$ cat config.mk
export PLATFORM = sky130hd
export DESIGN_NAME = eth_stream_sched
export DESIGN_NICKNAME = d
export VERILOG_FILES = /design/src/rtl/eth_stream_sched.sv
export SDC_FILE = /design/constraint.sdc
export NUM_CORES = 1
export LEC_CHECK = 0
export CELL_PAD_IN_SITES_DETAIL_PLACEMENT = 0
export CELL_PAD_IN_SITES_GLOBAL_PLACEMENT = 1
export CORE_MARGIN = 1.5
export CORE_UTILIZATION = 45
export CTS_BUF_LIST = sky130_fd_sc_hd__clkbuf_4 sky130_fd_sc_hd__clkbuf_8
export DETAILED_ROUTE_END_ITERATION = 10
export PLACE_DENSITY = 0.89
export SKIP_CTS_REPAIR_TIMING = 1
export SLEW_MARGIN = 20
export SYNTH_ARGS = -nofsm -noshare
export SYNTH_HDL_FRONTEND = slang
export SYNTH_SLANG_ARGS = --single-unit
$ cat constraint.sdc
create_clock -name clock -period 2.11 [get_ports clock]
set_input_delay 0.211 -clock clock [delete_from_list [all_inputs] [get_ports clock]]
set_output_delay 0.211 -clock clock [all_outputs]
set_load 0.05 [all_outputs]
$ cat src/rtl/eth_stream_sched.sv
// rtl/eth_stream_sched.sv - multi-stream frame profile scheduler in front of the packet generator
//
// Purpose: holds NUM_STREAMS frame profiles, loads one at a time into the
// generator config outputs, runs it to send_done, waits for the wire to go
// idle, then moves on to the next enabled stream (optionally looping).
//
// Ports:
//   clock, reset_n                 clock, asynchronous active-low reset
//   io_start / io_stop / io_loop   schedule control
//   io_stream_mask                 per-stream enable, sampled on each selection
//   io_cfg_*                       profile table write port
//   io_gen_*  (out)                latched profile and enable for the generator
//   io_gen_send_done, io_gen_tx_en generator status
//   io_busy, io_cur_stream, io_done, io_pass_cnt   scheduler status
module eth_stream_sched #(
   parameter int NUM_STREAMS = 4,
   parameter int IDX_W       = 2
) (
   input  logic                   clock,
   input  logic                   reset_n,
   input  logic                   io_start,
   input  logic                   io_stop,
   input  logic                   io_loop,
   input  logic [NUM_STREAMS-1:0] io_stream_mask,
   input  logic                   io_cfg_we,
   input  logic [IDX_W-1:0]       io_cfg_idx,
   input  logic [47:0]            io_cfg_da,
   input  logic [47:0]            io_cfg_sa,
   input  logic [15:0]            io_cfg_etype,
   input  logic [15:0]            io_cfg_pkt_len,
   input  logic [1:0]             io_cfg_payload_mode,
   input  logic [31:0]            io_cfg_count,
   output logic                   io_gen_enable,
   output logic [47:0]            io_gen_da,
   output logic [47:0]            io_gen_sa,
   output logic [15:0]            io_gen_etype,
   output logic [15:0]            io_gen_pkt_len_init,
   output logic [1:0]             io_gen_payload_mode,
   output logic [31:0]            io_gen_send_count,
   input  logic                   io_gen_send_done,
   input  logic                   io_gen_tx_en,
   output logic                   io_busy,
   output logic [IDX_W-1:0]       io_cur_stream,
   output logic                   io_done,
   output logic [15:0]            io_pass_cnt
);

   typedef struct packed {
      logic [47:0] da;
      logic [47:0] sa;
      logic [15:0] etype;
      logic [15:0] pkt_len;
      logic [1:0]  payload_mode;
      logic [31:0] cnt;
   } profile_t;

   typedef enum logic [2:0] {S_IDLE, S_SEL, S_LOAD, S_RUN, S_DRAIN} state_t;

   localparam logic [IDX_W:0] NUM_S = (IDX_W+1)'(NUM_STREAMS);

   profile_t         tbl_q [NUM_STREAMS];
   profile_t         gen_q;
   profile_t         cfg_entry;
   state_t           state_q;
   logic [IDX_W-1:0] cursor_q;
   logic             cur_valid_q;   // 0 = cursor is "-1", search starts below index 0
   logic             first_run_q;   // first RUN cycle, send_done may be stale
   logic             stop_pend_q;
   logic             enable_q;
   logic             done_q;
   logic [15:0]      pass_q;
   logic [IDX_W-1:0] cur_stream_q;

   logic             hit_after;
   logic [IDX_W-1:0] idx_after;
   logic             hit_any;
   logic [IDX_W-1:0] idx_first;

   assign cfg_entry = '{da: io_cfg_da, sa: io_cfg_sa, etype: io_cfg_etype,
                        pkt_len: io_cfg_pkt_len, payload_mode: io_cfg_payload_mode,
                        cnt: io_cfg_count};

   always_ff @(posedge clock or negedge reset_n) begin
      if (!reset_n) begin
         for (int i = 0; i < NUM_STREAMS; i++) tbl_q[i] <= '0;
      end else if (io_cfg_we && ({1'b0, io_cfg_idx} < NUM_S)) begin
         tbl_q[io_cfg_idx] <= cfg_entry;
      end
   end

   // Lowest set mask bit above the cursor, and lowest set bit overall (used on wrap).
   always_comb begin
      hit_after = 1'b0;
      idx_after = '0;
      hit_any   = 1'b0;
      idx_first = '0;
      for (int i = NUM_STREAMS - 1; i >= 0; i--) begin
         if (io_stream_mask[i]) begin
            hit_any   = 1'b1;
            idx_first = IDX_W'(i);
            if (!cur_valid_q || (IDX_W'(i) > cursor_q)) begin
               hit_after = 1'b1;
               idx_after = IDX_W'(i);
            end
         end
      end
   end

   always_ff @(posedge clock or negedge reset_n) begin
      if (!reset_n) begin
         state_q      <= S_IDLE;
         cursor_q     <= '0;
         cur_valid_q  <= 1'b0;
         first_run_q  <= 1'b0;
         stop_pend_q  <= 1'b0;
         enable_q     <= 1'b0;
         done_q       <= 1'b0;
         pass_q       <= '0;
         gen_q        <= '0;
         cur_stream_q <= '0;
      end else begin
         done_q <= 1'b0;
         case (state_q)
            S_IDLE: begin
               if (io_start && !io_stop && (io_stream_mask != '0)) begin
                  cur_valid_q <= 1'b0;
                  stop_pend_q <= 1'b0;
                  state_q     <= S_SEL;
               end
            end
            S_SEL: begin
               if (io_stop || !hit_any || (!hit_after && !io_loop)) begin
                  state_q     <= S_IDLE;
                  done_q      <= 1'b1;
                  stop_pend_q <= 1'b0;
               end else if (hit_after) begin
                  cursor_q    <= idx_after;
                  cur_valid_q <= 1'b1;
                  state_q     <= S_LOAD;
               end else begin
                  // Search ran past the top index in loop mode: one full pass done.
                  pass_q      <= pass_q + 16'd1;
                  cursor_q    <= idx_first;
                  cur_valid_q <= 1'b1;
                  state_q     <= S_LOAD;
               end
            end
            S_LOAD: begin
               if (io_stop) begin
                  state_q     <= S_IDLE;
                  done_q      <= 1'b1;
                  stop_pend_q <= 1'b0;
               end else begin
                  gen_q        <= tbl_q[cursor_q];
                  cur_stream_q <= cursor_q;
                  if (tbl_q[cursor_q].cnt == 32'd0) begin
                     state_q <= S_SEL;
                  end else begin
                     state_q     <= S_RUN;
                     enable_q    <= 1'b1;
                     first_run_q <= 1'b1;
                  end
               end
            end
            S_RUN: begin
               first_run_q <= 1'b0;
               if (io_stop) begin
                  stop_pend_q <= 1'b1;
                  enable_q    <= 1'b0;
                  state_q     <= S_DRAIN;
               end else if (!first_run_q && io_gen_send_done) begin
                  enable_q <= 1'b0;
                  state_q  <= S_DRAIN;
               end
            end
            S_DRAIN: begin
               if (io_stop) stop_pend_q <= 1'b1;
               if (!io_gen_tx_en) begin
                  if (stop_pend_q || io_stop) begin
                     state_q     <= S_IDLE;
                     done_q      <= 1'b1;
                     stop_pend_q <= 1'b0;
                  end else begin
                     state_q <= S_SEL;
                  end
               end
            end
            default: begin
               state_q  <= S_IDLE;
               enable_q <= 1'b0;
            end
         endcase
      end
   end

   assign io_gen_enable       = enable_q;
   assign io_gen_da           = gen_q.da;
   assign io_gen_sa           = gen_q.sa;
   assign io_gen_etype        = gen_q.etype;
   assign io_gen_pkt_len_init = gen_q.pkt_len;
   assign io_gen_payload_mode = gen_q.payload_mode;
   assign io_gen_send_count   = gen_q.cnt;
   assign io_busy             = (state_q != S_IDLE);
   assign io_cur_stream       = cur_stream_q;
   assign io_done             = done_q;
   assign io_pass_cnt         = pass_q;

endmodule

==> results.sh <==
export IMPL_numClockSinks=838
export IMPL_synth_nets=2248
export IMPL_die_area_um2=79800
export IMPL_vias_per_cell=5.46
export IMPL_cts_root_buffer="clkbuf_8"
export IMPL_pre_cts_slack_ns=-0.294
export IMPL_place_area_um2=41100
export IMPL_finalCritPeriodShare=1.12
export IMPL_vias=20300
export IMPL_fin_crit_ns=2.36
export IMPL_seq_area_um2=21000
export IMPL_clk_pin_slew_ns=0.06
export IMPL_coreArea_um2=77300
export IMPL_drt_total_wl_um=84100
export IMPL_fillers=5839
export IMPL_finalSetupTns_ns=-0.892
export IMPL_ctsLongestPathBuffers=3
export IMPL_yosys_warnings=0
export IMPL_grt_max_degree=86
export IMPL_tightestPinTransition_ns=0.644
export IMPL_grt_pass1_wl_um=130000
export IMPL_cts_buffers=140
export IMPL_startpoint_type="flip-flop"
export IMPL_rrSetupSlack_ns=-0.25
export IMPL_drive_gt1_frac=0.481
export IMPL_worstPathRequired_ns=2.74
export IMPL_violations="setup timing"
export IMPL_reg2reg_depth=7
export IMPL_gp_congestion=0.801
export IMPL_tritoncts="done"
export IMPL_synth_area_um2=35100
export IMPL_finClkSkew_ns=0.0484
export IMPL_drtPass1Iterations=7
export IMPL_core_rowCount=102
export IMPL_multiInputGateArea_um2=13700
export IMPL_fin_ws_ns=-0.249
export IMPL_end_kind="flip-flop"
export IMPL_ys_ff_latch=838
export IMPL_antenna_left=0
export IMPL_synth_top_area_share=0.597
export IMPL_final_util=0.579
export IMPL_finalHoldViolCount=0
export IMPL_setup_viol=6
export IMPL_critPathMaxFanout=8
export IMPL_insertion_delay_ns=0.77
export IMPL_ys_types=43
export IMPL_place_hpwl_um=55000
export IMPL_die_width_um=282
export IMPL_rr_startpoint="cursor_q[0]$_DFFE_PN0N_"
export IMPL_wl_per_cell_um=22.6
export IMPL_drc_errors=0
export IMPL_max_vdd_ir_drop_v=0.000990
export IMPL_stdcell_area_um2=44800
export IMPL_synthToLayoutAreaGrowth_pct=27.5
export IMPL_rsz0062_at_grt="true"
export IMPL_grt_ovfl_total=0
export IMPL_crit_type="flip-flop to flip-flop"
export IMPL_dominantRegCellSynth="dfrtp_1"
export IMPL_synthCells=2071
export IMPL_synth_area_leaders="dfrtp_1 (60%), mux2_2 (23%), mux4_2 (10%)"
export IMPL_drt_iter0_drc=872
export IMPL_p_leak_nw=20.7
export IMPL_p_per_area_nw_per_um2=1310
export IMPL_min_path_type="input pin to asynchronous set/reset pin"
export IMPL_layout_nets=2764
export IMPL_first_global_vias=22800
export IMPL_slew_headroom=0.570
export IMPL_h_tree_depth=4
export IMPL_maxClockFrequency_ghz=0.424
export IMPL_synth_edf_count=0
export IMPL_finalMaxSlewViolations=0
export IMPL_yosys_area_top_type="dfrtp_1"
export IMPL_rr_endpoint="state_q[1]$_DFFE_PN0P_"
export IMPL_antenna_found_initial=18
export IMPL_synth_yosys_seq_area_share=0.597
export IMPL_status="finished, violations left"
export IMPL_cp_arrival_ns=2.99
export IMPL_syn_avg_cell_area_um2=17.0
export IMPL_io_pins=359
export IMPL_port_buffers=358
export IMPL_async_flop_share=1.00
export IMPL_max_cap_viol_count=0
export IMPL_floorplan_initialDensity=0.454
export IMPL_grtUsageTotal=0.212
export IMPL_dieHeight_um=282
==> power by group <==
group          internal, W  switching [W]
Sequential          0.0201        0.00245
Combinational       0.0103         0.0115
Clock              0.00816        0.00641
Total               0.0386         0.0203
==> how the worst max path moves through the flow <==
stage,endpoint,slack [ns],from
floorplan,io_gen_da[38]$_DFFE_PN0P_,0.1,cursor_q[0]$_DFFE_PN0N_
global placement,state_q[1]$_DFFE_PN0P_,-0.25,cursor_q[0]$_DFFE_PN0N_
detailed placement,state_q[1]$_DFFE_PN0P_,-0.29,cursor_q[0]$_DFFE_PN0N_
CTS,io_busy,-0.67,state_q[0]$_DFFE_PN0P_
global route,state_q[1]$_DFFE_PN0P_,-0.34,cursor_q[0]$_DFFE_PN0N_
finish,state_q[1]$_DFFE_PN0P_,-0.25,cursor_q[0]$_DFFE_PN0N_
==> cell type report <==
cell class / count / area share
Inverter: 5 / 0.000419
Sequential cell: 838 / 0.468
Timing Repair Buffer: 504 / 0.132
Clock buffer: 212 / 0.0594
Multi-Input combinational cell: 1098 / 0.306
Clock inverter: 22 / 0.00436
Antenna cell: 3 / 0.000168
Tap cell: 1040 / 0.0290
==> registers in the layout, summed over array words and instances, names as in the netlist <==
register             cells
cur_valid_q              1
cursor_q                 2
state_q                  3
stop_pend_q              1
tbl_q                  648
first_run_q              1
io_cur_stream            2
io_pass_cnt             16
io_gen_enable            1
io_gen_pkt_len_init     16
io_gen_send_count       32
io_done                  1
io_gen_etype            16
io_gen_sa               48
io_gen_payload_mode      2
io_gen_da               48
==> kinds of logic (layout without fill, tap and decap cells) <==
kind of cell	after synthesis	after routing	synth area share
xor gates and xnor gates	15	15	0.00374
other	0	3	0
DFF	838	838	0.597
and+or+nand+nor	84	84	0.0134
buffers and inverters	135	743	0.0174
adders and majority gates	1	1	0.000356
muxes	974	974	0.364
AOI/OAI and AO/OA	24	24	0.00434
==> critical path, cell delays in order (launching register included) <==
cell     delay [ns]
dfrtp_4        0.56
buf_12         0.17
buf_4          0.13
mux4_2         0.43
nor4_2         0.33
nand4_1        0.25
o21ai_2        0.26
nand3_1        0.09
==> synth_stat cells (2+ instances only) <==
library cell  count
and2_1            2
and4_1            2
o211ai_1          3
nor2_1            8
xor2_1            6
nor3b_1           2
mux2_1           82
nand4_1           7
nor2b_1           2
a21oi_1           7
or3_1             2
xnor2_1           9
and3_1            5
nand2_1          22
nor4_1            9
o21ai_0           5
nor3_1            5
buf_2            59
nand2b_1          2
buf_6             4
mux2_2          730
nand3b_1          2
nand3_1           9
dfrtp_1         838
clkbuf_1         65
mux4_2          162
buf_1             2
inv_1             5
==> placed cells by master, fill, tap and decap left out, types with 4 or more instances in the layout <==
cell and instances:
nand2_1 22, mux4_2 162, o21ai_0 5, xor2_1 6, nor4_1 6, dlymetal6s2s_1 180
mux2_4 26, and3_1 5, mux2_2 704, xnor2_1 9, dfrtp_1 836, nor3_1 4
clkinvlp_4 6, inv_1 5, nor2_1 7, a21oi_1 7, clkinv_2 9, clkdlybuf4s50_1 174
clkbuf_4 41, buf_12 54, clkbuf_8 171, mux2_1 82, nand3_1 8, buf_8 4
buf_4 84, nand4_1 7
==> metal layers <==
layer  vias to the layer above  part of all wire  global-route usage
met4                        32             0.020              0.0697
li1                       8741                 -                   -
met5                         -            0.0024                   0
met2                       509              0.49               0.348
met3                       149             0.061              0.0607
met1                     10900              0.42               0.269
==> through the flow <==
step	power [W]	hold WS, ns	cells
floorplan	0.0365	-0.0846	2071
global placement	0.0435	0.205	3467
detailed placement	0.0442	0.219	3467
CTS	0.0591	-0.632	3701
global route	0.0617	0.00525	3720
finish	0.0589	0.00303	3722
Power figures use the tool's default switching activity.
